==> config.mk <==
export PLATFORM = sky130hd
export DESIGN_NAME = bp_be_ptw_ctrl
export DESIGN_NICKNAME = d
export VERILOG_FILES = /design/src/rtl/bp_be_ptw_ctrl.sv
export SDC_FILE = /design/constraint.sdc
export NUM_CORES = 1
export LEC_CHECK = 0
export BUFFER_PORTS_ARGS = -buffer_cell sky130_fd_sc_hd__buf_2
export CAP_MARGIN = 20
export CORE_ASPECT_RATIO = 0.6
export CORE_MARGIN = 8
export CORE_UTILIZATION = 41
export DETAILED_ROUTE_END_ITERATION = 16
export GPL_TIMING_DRIVEN = 0
export PLACE_DENSITY = 0.87
export SETUP_SLACK_MARGIN = 0.5
export SYNTH_ARGS = -nofsm -noshare
export SYNTH_HDL_FRONTEND = slang
export SYNTH_SLANG_ARGS = --single-unit
==> constraint.sdc <==
create_clock -name clk_i -period 2 [get_ports clk_i]
set_clock_uncertainty 0.05 [all_clocks]
set_input_delay 0.3 -clock clk_i [delete_from_list [all_inputs] [get_ports clk_i]]
set_output_delay 0.3 -clock clk_i [all_outputs]
set_load 0.01 [all_outputs]
==> src/rtl/bp_be_ptw_ctrl.sv <==
// ============================================================================
// bp_be_ptw_ctrl
// ----------------------------------------------------------------------------
// Sv39 page-table-walk sequencer. It accepts one I/D-TLB miss at a time and
// reads PTEs level by level, checking each one. Every walk ends with either a
// single TLB-fill pulse or a single page-fault pulse. busy_o back-pressures
// further misses while a walk is in flight.
//
// Optional feature macro: BP_PTW_SUPERPAGE_EN
//   defined   : leaves above level 0 are legal when their low PPN bits are
//               zero. The VPN bits below the leaf level are merged into the
//               tag, and fill_lvl_o reports the leaf level.
//   undefined : any leaf above level 0 faults, and fill_lvl_o is always 0.
//
// Ports
//   clk_i, reset_i          clock, synchronous active-high reset
//   flush_i                 abort the current walk (the walk drains if a
//                           read is outstanding)
//   satp_ppn_i              root table PPN, sampled when a miss is accepted
//   *_miss_v_i, miss_vaddr_i  miss requests (instr > store > load)
//   busy_o                  walk in progress
//   mem_req_*               PTE read request (valid/ready)
//   mem_resp_*              PTE read response (one per accepted request)
//   fill_*                  1-cycle TLB fill pulse and payload
//   *_page_fault_v_o        1-cycle fault pulses
//   fault_vaddr_o           vaddr of the faulting access
// ============================================================================
module bp_be_ptw_ctrl #(
    parameter int vaddr_width_p = 39,
    parameter int paddr_width_p = 40,
    parameter int ptag_width_p  = 28,
    parameter int pt_depth_p    = 3
) (
    input  logic                     clk_i,
    input  logic                     reset_i,
    input  logic                     flush_i,
    input  logic [ptag_width_p-1:0]  satp_ppn_i,
    input  logic                     instr_miss_v_i,
    input  logic                     load_miss_v_i,
    input  logic                     store_miss_v_i,
    input  logic [vaddr_width_p-1:0] miss_vaddr_i,
    output logic                     busy_o,
    output logic                     mem_req_v_o,
    output logic [paddr_width_p-1:0] mem_req_paddr_o,
    input  logic                     mem_req_ready_i,
    input  logic                     mem_resp_v_i,
    input  logic [63:0]              mem_resp_data_i,
    output logic                     fill_v_o,
    output logic                     fill_itlb_o,
    output logic [vaddr_width_p-1:0] fill_vaddr_o,
    output logic [ptag_width_p-1:0]  fill_ptag_o,
    output logic [6:0]               fill_flags_o,
    output logic [1:0]               fill_lvl_o,
    output logic                     instr_page_fault_v_o,
    output logic                     load_page_fault_v_o,
    output logic                     store_page_fault_v_o,
    output logic [vaddr_width_p-1:0] fault_vaddr_o
);

    localparam int lvl_width_lp = $clog2(pt_depth_p);
    localparam int addr_full_lp = ptag_width_p + 9 + 3;

    typedef enum logic [2:0] {
        e_idle, e_send, e_wait, e_done, e_fault, e_drain
    } state_e;

    typedef enum logic [1:0] {
        e_miss_instr, e_miss_load, e_miss_store
    } miss_e;

    state_e                   r_state;
    miss_e                    r_type;
    logic [lvl_width_lp-1:0]  r_lvl;
    logic [ptag_width_p-1:0]  r_ppn;
    logic [vaddr_width_p-1:0] r_vaddr;
    logic                     r_busy;
    logic                     r_req_v;
    logic                     r_fill_v;
    logic                     r_fill_itlb;
    logic [ptag_width_p-1:0]  r_fill_ptag;
    logic [6:0]               r_fill_flags;
    logic [lvl_width_lp-1:0]  r_fill_lvl;
    logic                     r_instr_pf;
    logic                     r_load_pf;
    logic                     r_store_pf;

    // ------------------------------------------------------------------
    // PTE decode
    // ------------------------------------------------------------------
    logic                    w_pte_v, w_pte_r, w_pte_w, w_pte_x, w_pte_a, w_pte_d;
    logic [43:0]             w_pte_ppn_full;
    logic [ptag_width_p-1:0] w_pte_ppn;
    logic                    w_ppn_overflow;
    logic                    w_pte_invalid;
    logic                    w_pte_leaf;
    logic                    w_leaf_fault;
    logic                    w_walk_fault;
    logic                    w_sp_fault;
    logic [ptag_width_p-1:0] w_leaf_ptag;
    logic [lvl_width_lp-1:0] w_leaf_lvl;
    logic                    w_any_miss;
    logic [8:0]              w_vpn;
    logic [addr_full_lp-1:0] w_pte_addr_full;
    logic                    w_unused_pte_bits;

    assign w_pte_v        = mem_resp_data_i[0];
    assign w_pte_r        = mem_resp_data_i[1];
    assign w_pte_w        = mem_resp_data_i[2];
    assign w_pte_x        = mem_resp_data_i[3];
    assign w_pte_a        = mem_resp_data_i[6];
    assign w_pte_d        = mem_resp_data_i[7];
    assign w_pte_ppn_full = mem_resp_data_i[53:10];
    assign w_pte_ppn      = w_pte_ppn_full[ptag_width_p-1:0];
    // Reserved/RSW bits and U/G (which only travel through fill_flags_o) are not interpreted.
    assign w_unused_pte_bits = ^{mem_resp_data_i[63:54], mem_resp_data_i[9:8]};

    // PPN bits beyond the physical tag cannot be represented: treat as a bad PTE.
    assign w_ppn_overflow = |w_pte_ppn_full[43:ptag_width_p];
    assign w_pte_invalid  = ~w_pte_v | (~w_pte_r & w_pte_w) | w_ppn_overflow;
    assign w_pte_leaf     = w_pte_r | w_pte_x;

`ifdef BP_PTW_SUPERPAGE_EN
    logic [ptag_width_p-1:0] w_sp_mask;

    // NOTE: every signal driven in an always_comb gets a default first, so no latch is inferred.
    always_comb begin
        w_sp_mask = '0;
        case (r_lvl)
            2'd0:    w_sp_mask = '0;
            2'd1:    w_sp_mask = ptag_width_p'(28'h00001FF);
            default: w_sp_mask = ptag_width_p'(28'h003FFFF);
        endcase
    end

    // A superpage PPN must be aligned to its size; the vaddr supplies the low VPN bits.
    assign w_sp_fault  = |(w_pte_ppn & w_sp_mask);
    assign w_leaf_ptag = (w_pte_ppn & ~w_sp_mask)
                       | (ptag_width_p'(r_vaddr[vaddr_width_p-1:12]) & w_sp_mask);
    assign w_leaf_lvl  = r_lvl;
`else
    assign w_sp_fault  = (r_lvl != '0);
    assign w_leaf_ptag = w_pte_ppn;
    assign w_leaf_lvl  = '0;
`endif

    assign w_leaf_fault = ((r_type == e_miss_instr) & ~w_pte_x)
                        | ((r_type == e_miss_load)  & ~w_pte_r)
                        | ((r_type == e_miss_store) & ~w_pte_w)
                        | ~w_pte_a
                        | ((r_type == e_miss_store) & ~w_pte_d)
                        | w_sp_fault;

    assign w_walk_fault = w_pte_invalid
                        | (~w_pte_leaf & (r_lvl == '0))
                        | (w_pte_leaf & w_leaf_fault);

    assign w_any_miss = instr_miss_v_i | load_miss_v_i | store_miss_v_i;

    // VPN slice indexed by the current level.
    always_comb begin
        w_vpn = r_vaddr[38:30];
        case (r_lvl)
            2'd0:    w_vpn = r_vaddr[20:12];
            2'd1:    w_vpn = r_vaddr[29:21];
            default: w_vpn = r_vaddr[38:30];
        endcase
    end

    // The PTE address is built from registers only, so it stays stable while the request waits.
    assign w_pte_addr_full = {r_ppn, w_vpn, 3'b000};
    assign mem_req_paddr_o = w_pte_addr_full[paddr_width_p-1:0];

    // ------------------------------------------------------------------
    // Walk FSM with registered outputs
    // ------------------------------------------------------------------
    // NOTE: the reset is synchronous, and all state updates use non-blocking assignments, so every
    //       register samples the same pre-edge values.
    always_ff @(posedge clk_i) begin
        if (reset_i) begin
            r_state      <= e_idle;
            r_type       <= e_miss_load;
            r_lvl        <= '0;
            r_ppn        <= '0;
            r_vaddr      <= '0;
            r_busy       <= 1'b0;
            r_req_v      <= 1'b0;
            r_fill_v     <= 1'b0;
            r_fill_itlb  <= 1'b0;
            r_fill_ptag  <= '0;
            r_fill_flags <= '0;
            r_fill_lvl   <= '0;
            r_instr_pf   <= 1'b0;
            r_load_pf    <= 1'b0;
            r_store_pf   <= 1'b0;
        end else begin
            r_fill_v   <= 1'b0;
            r_instr_pf <= 1'b0;
            r_load_pf  <= 1'b0;
            r_store_pf <= 1'b0;

            case (r_state)
                e_idle: begin
                    // A flush in the same cycle wins over a miss.
                    if (!flush_i && w_any_miss) begin
                        r_state <= e_send;
                        r_busy  <= 1'b1;
                        r_req_v <= 1'b1;
                        r_vaddr <= miss_vaddr_i;
                        r_ppn   <= satp_ppn_i;
                        r_lvl   <= lvl_width_lp'(pt_depth_p - 1);
                        if (instr_miss_v_i)      r_type <= e_miss_instr;
                        else if (store_miss_v_i) r_type <= e_miss_store;
                        else                     r_type <= e_miss_load;
                    end
                end

                e_send: begin
                    if (mem_req_ready_i) begin
                        r_req_v <= 1'b0;
                        // A request accepted in the flush cycle still returns data: drain it.
                        r_state <= flush_i ? e_drain : e_wait;
                    end else if (flush_i) begin
                        r_req_v <= 1'b0;
                        r_busy  <= 1'b0;
                        r_state <= e_idle;
                    end
                end

                e_wait: begin
                    if (flush_i) begin
                        if (mem_resp_v_i) begin
                            r_busy  <= 1'b0;
                            r_state <= e_idle;
                        end else begin
                            r_state <= e_drain;
                        end
                    end else if (mem_resp_v_i) begin
                        if (w_walk_fault) begin
                            r_state    <= e_fault;
                            r_instr_pf <= (r_type == e_miss_instr);
                            r_load_pf  <= (r_type == e_miss_load);
                            r_store_pf <= (r_type == e_miss_store);
                        end else if (!w_pte_leaf) begin
                            r_ppn   <= w_pte_ppn;
                            r_lvl   <= r_lvl - lvl_width_lp'(1);
                            r_req_v <= 1'b1;
                            r_state <= e_send;
                        end else begin
                            r_state      <= e_done;
                            r_fill_v     <= 1'b1;
                            r_fill_itlb  <= (r_type == e_miss_instr);
                            r_fill_ptag  <= w_leaf_ptag;
                            r_fill_flags <= mem_resp_data_i[7:1];
                            r_fill_lvl   <= w_leaf_lvl;
                        end
                    end
                end

                e_done, e_fault: begin
                    r_busy  <= 1'b0;
                    r_state <= e_idle;
                end

                e_drain: begin
                    if (mem_resp_v_i) begin
                        r_busy  <= 1'b0;
                        r_state <= e_idle;
                    end
                end

                default: begin
                    r_busy  <= 1'b0;
                    r_req_v <= 1'b0;
                    r_state <= e_idle;
                end
            endcase
        end
    end

    assign busy_o               = r_busy;
    assign mem_req_v_o          = r_req_v;
    assign fill_v_o             = r_fill_v;
    assign fill_itlb_o          = r_fill_itlb;
    assign fill_vaddr_o         = r_vaddr;
    assign fill_ptag_o          = r_fill_ptag;
    assign fill_flags_o         = r_fill_flags;
    assign fill_lvl_o           = 2'(r_fill_lvl);
    assign instr_page_fault_v_o = r_instr_pf;
    assign load_page_fault_v_o  = r_load_pf;
    assign store_page_fault_v_o = r_store_pf;
    assign fault_vaddr_o        = r_vaddr;

    // Misses that arrive while a walk is in flight are dropped. Flag them in simulation.
    a_no_miss_while_busy: assert property (@(posedge clk_i) disable iff (reset_i)
        busy_o |-> !w_any_miss)
        else $error("bp_be_ptw_ctrl: miss dropped while busy");

endmodule
==> results.sh <==
export IMPL_path_cells="buf_2, or4b_4, a211o_1, buf_4, clkbuf_4, a211oi_1, a211oi_2"
export IMPL_grt_remaining_overflow=0
export IMPL_crit_family="compound AO/OA/AOI/OAI gates"
export IMPL_ys_seq_area_share_pct=41.3
export IMPL_cts_root_buf="clkbuf_16"
export IMPL_synthDistinctLibCells=54
export IMPL_drt_iter0_markers=638
export IMPL_slowest_delay_ps=550
export IMPL_max_cap_violations=0
export IMPL_netlist_area_um2=5620
export IMPL_drc_errors=0
export IMPL_yosys_warnings=0
export IMPL_num_rows=33
export IMPL_syn_inst=685
export IMPL_io_buffers=282
export IMPL_grt_pass1_wl_um=35400
export IMPL_p_leak_nw=4.15
export IMPL_cts_htree_levels=4
export IMPL_start_util_pct=41.6
export IMPL_numCtsBuffers=17
export IMPL_relSlewSlack_pct=40.3
export IMPL_post_drt_wl_per_cell_um=20.1
export IMPL_fin_crit_sh_pct=102
export IMPL_yosysMostFrequentCell="dfxtp_1"
export IMPL_cp_num_buf_inv=3
export IMPL_ir_drop_v=0.000564
export IMPL_start_kind="primary input"
export IMPL_hp_class="primary input to flop"
export IMPL_routed_wl_um=24300
export IMPL_seqPwrFrac_pct=34.2
export IMPL_critPathCaptureType="flop"
export IMPL_clk_latency_ps=400
export IMPL_finalSetupViolCount=3
export IMPL_switchingPower_w=0.00246
export IMPL_syn_avg_cell_area_um2=8.20
export IMPL_clk_pin_slew_ps=60
export IMPL_dr_pass1_iters=5
export IMPL_drv_slew=0
export IMPL_power_frac_comb_pct=26.9
export IMPL_gp_congestion=0.869
export IMPL_hpwl_um=17400
export IMPL_p_total_w=0.00781
export IMPL_pwr_share_clk_pct=38.9
export IMPL_rsz0062_at_grt="yes"
export IMPL_ys_seq_elements=116
export IMPL_crit_start="mem_resp_data_i[1]"
export IMPL_vias=6565
export IMPL_track_usage_pct=24.9
export IMPL_die_w_um=167
export IMPL_synthFlopType="dfxtp_1"
export IMPL_synth_largest_area_cell="dfxtp_1"
export IMPL_core_area_um2=13500
export IMPL_grt_pass1_vias=6429
export IMPL_path_class="primary input to flop"
export IMPL_status="finished with violations"
export IMPL_antenna_found_initial=4
export IMPL_cts_tree="built"
export IMPL_required_ps=2220
export IMPL_finalSetupTns_ps=-99.7
export IMPL_p_int_w=0.00535
export IMPL_min_from="miss_vaddr_i[29]"
export IMPL_cp_slowest_cell="or4b_4"
export IMPL_pwr_density_cell_nw_per_um2=854
export IMPL_critPathMaxFanout=10
export IMPL_arrival_ps=2270
export IMPL_yosys_area_top_type_share_pct=41.3
export IMPL_worst_r2r_startpoint="r_lvl[0]$_SDFFE_PP0P_"
export IMPL_fmaxAchievable_ghz=0.489
export IMPL_pin_count=301
export IMPL_drive_gt1_share_pct=57.5
export IMPL_clock_path_buffers=2
export IMPL_synth_edff_count=0
export IMPL_async_flop_share_pct=0
export IMPL_yosys_top_cells_area="dfxtp_1 41%, a21oi_1 6.9%, nand2_1 6.9%, a211oi_1 6.5%, buf_4 6.0%"
export IMPL_syn2layout_area_growth_pct=62.9
export IMPL_clock_sinks=116
export IMPL_swShare_pct=31.5
export IMPL_avgViaCountPerCell=5.43
export IMPL_die_height_um=107
export IMPL_synthTopCellsByCount="116 x dfxtp_1, 103 x nand2_1, 78 x a21oi_1"
export IMPL_hold_violations=0
export IMPL_ant_nets=0
export IMPL_violations="negative setup slack"
export IMPL_period_needed_ps=2040
export IMPL_nets=1158
export IMPL_worstMarginPinSlew_ps=896
export IMPL_post_route_worst_setup_slack_ps=-44.1
export IMPL_die_area_um2=17800
export IMPL_grt_max_degree=17
worst paths after layout:
kind | endpoint | slack [ps] | cells past startpoint
min | fault_vaddr_o[29]$_SDFFE_PP0P_ | 80 | 3
max | r_ppn[20]$_SDFFE_PP0P_ | -40 | 7
max reg2reg | fill_ptag_o[26]$_SDFFE_PP0P_ | -10 | 10
min reg2reg | fill_flags_o[4]$_SDFFE_PP0P_ | 400 | 2
registers in the layout, indices dropped and copies added, names as in the netlist, 2 cells and up:
name and flops:
r_type 2, r_state 3, fault_vaddr_o 39, fill_flags_o 7
fill_ptag_o 28, r_ppn 28, r_lvl 2
final cells by class:
| class | count | area [µm²] |
|---|---|---|
| clock inverter | 13 | 151 |
| tap | 175 | 219 |
| sequential | 116 | 2340 |
| inverter | 33 | 129 |
| multi-input combinational | 438 | 3210 |
| buffer | 103 | 940 |
| fill | 1078 | 4350 |
| timing repair buffer | 308 | 1720 |
| clock buffer | 19 | 443 |
| antenna | 4 | 10.0 |
power groups by stage:
stage	combinational [W]	clock, W	sequential, W
3_3_place_gp	0.00175	0	0.00270
4_1_cts	0.00196	0.00307	0.00267
3_5_place_dp	0.00178	0	0.00271
2_1_floorplan	0.00102	0	0.00277
5_1_grt	0.00226	0.00318	0.00270
6_report	0.00210	0.00304	0.00267
metrics by stage:
stage	hold slack, ps	utilization (%)	instance area, µm²	std cells	setup WS (ps)
finish	83.7	67.8	9150	1209	-44.1
global route	80.5	67.8	9150	1209	-93.2
CTS	72.8	65.0	8770	1200	35.1
detailed placement	391	56.4	7620	1146	-471
global placement	391	56.4	7620	1146	-432
floorplan	374	-	5990	689	95.5
per-layer routing:
metal	track usage, %	vias to the layer above	wire (µm)
met5	0	-	0
met2	38.9	373	10800
met1	31.5	3110	10400
li1	-	3034	-
met3	9.43	48	2500
met4	7.61	0	590
repair_timing:
action,in CTS,in global routing
buffers inserted,19,2
hold buffers,0,0
endpoints found under the setup margin,125,125
cloned,3,3
pin swaps,18,34
resized for setup,117,95
cells by family after synthesis:
kind of cell	after synthesis	share of synthesized area (%)
DFF	116	41.3
other	1	0.0668
and+or+nand+nor	191	15.7
muxes	29	5.81
AOI/OAI and AO/OA	210	24.1
adders and majority gates	2	0.445
buffers and inverters	136	12.6
placed cells by master (no fill, tap or decap), types with 7 or more instances in the layout:
| master | synthesis | layout |
|---|---|---|
| a211oi_1 | 49 | 7 |
| a211oi_2 | 10 | 51 |
| a21oi_1 | 78 | 72 |
| buf_2 | 16 | 279 |
| buf_4 | 45 | 67 |
| buf_6 | 1 | 18 |
| clkbuf_1 | 41 | 13 |
| clkbuf_16 | 0 | 23 |
| clkbuf_8 | 0 | 9 |
| dfxtp_1 | 116 | 111 |
| inv_1 | 33 | 31 |
| mux2_2 | 29 | 28 |
| nand2_1 | 103 | 96 |
| nand3_1 | 36 | 32 |
| nor2_1 | 13 | 10 |
| o21ai_0 | 40 | 7 |
| o21ai_1 | 0 | 14 |
| o21ai_2 | 0 | 18 |
worst reg2reg max path: cells and delay by family (launching register included):
family / cells / cell delay (ps)
buffers and inverters: 5 / 550
AO/OA/AOI/OAI: 2 / 430
flip-flops: 1 / 370
AND/OR/NAND/NOR: 2 / 340
adder cells (fa/ha/maj): 1 / 180
Note: power is estimated with default switching activity, not from simulation.
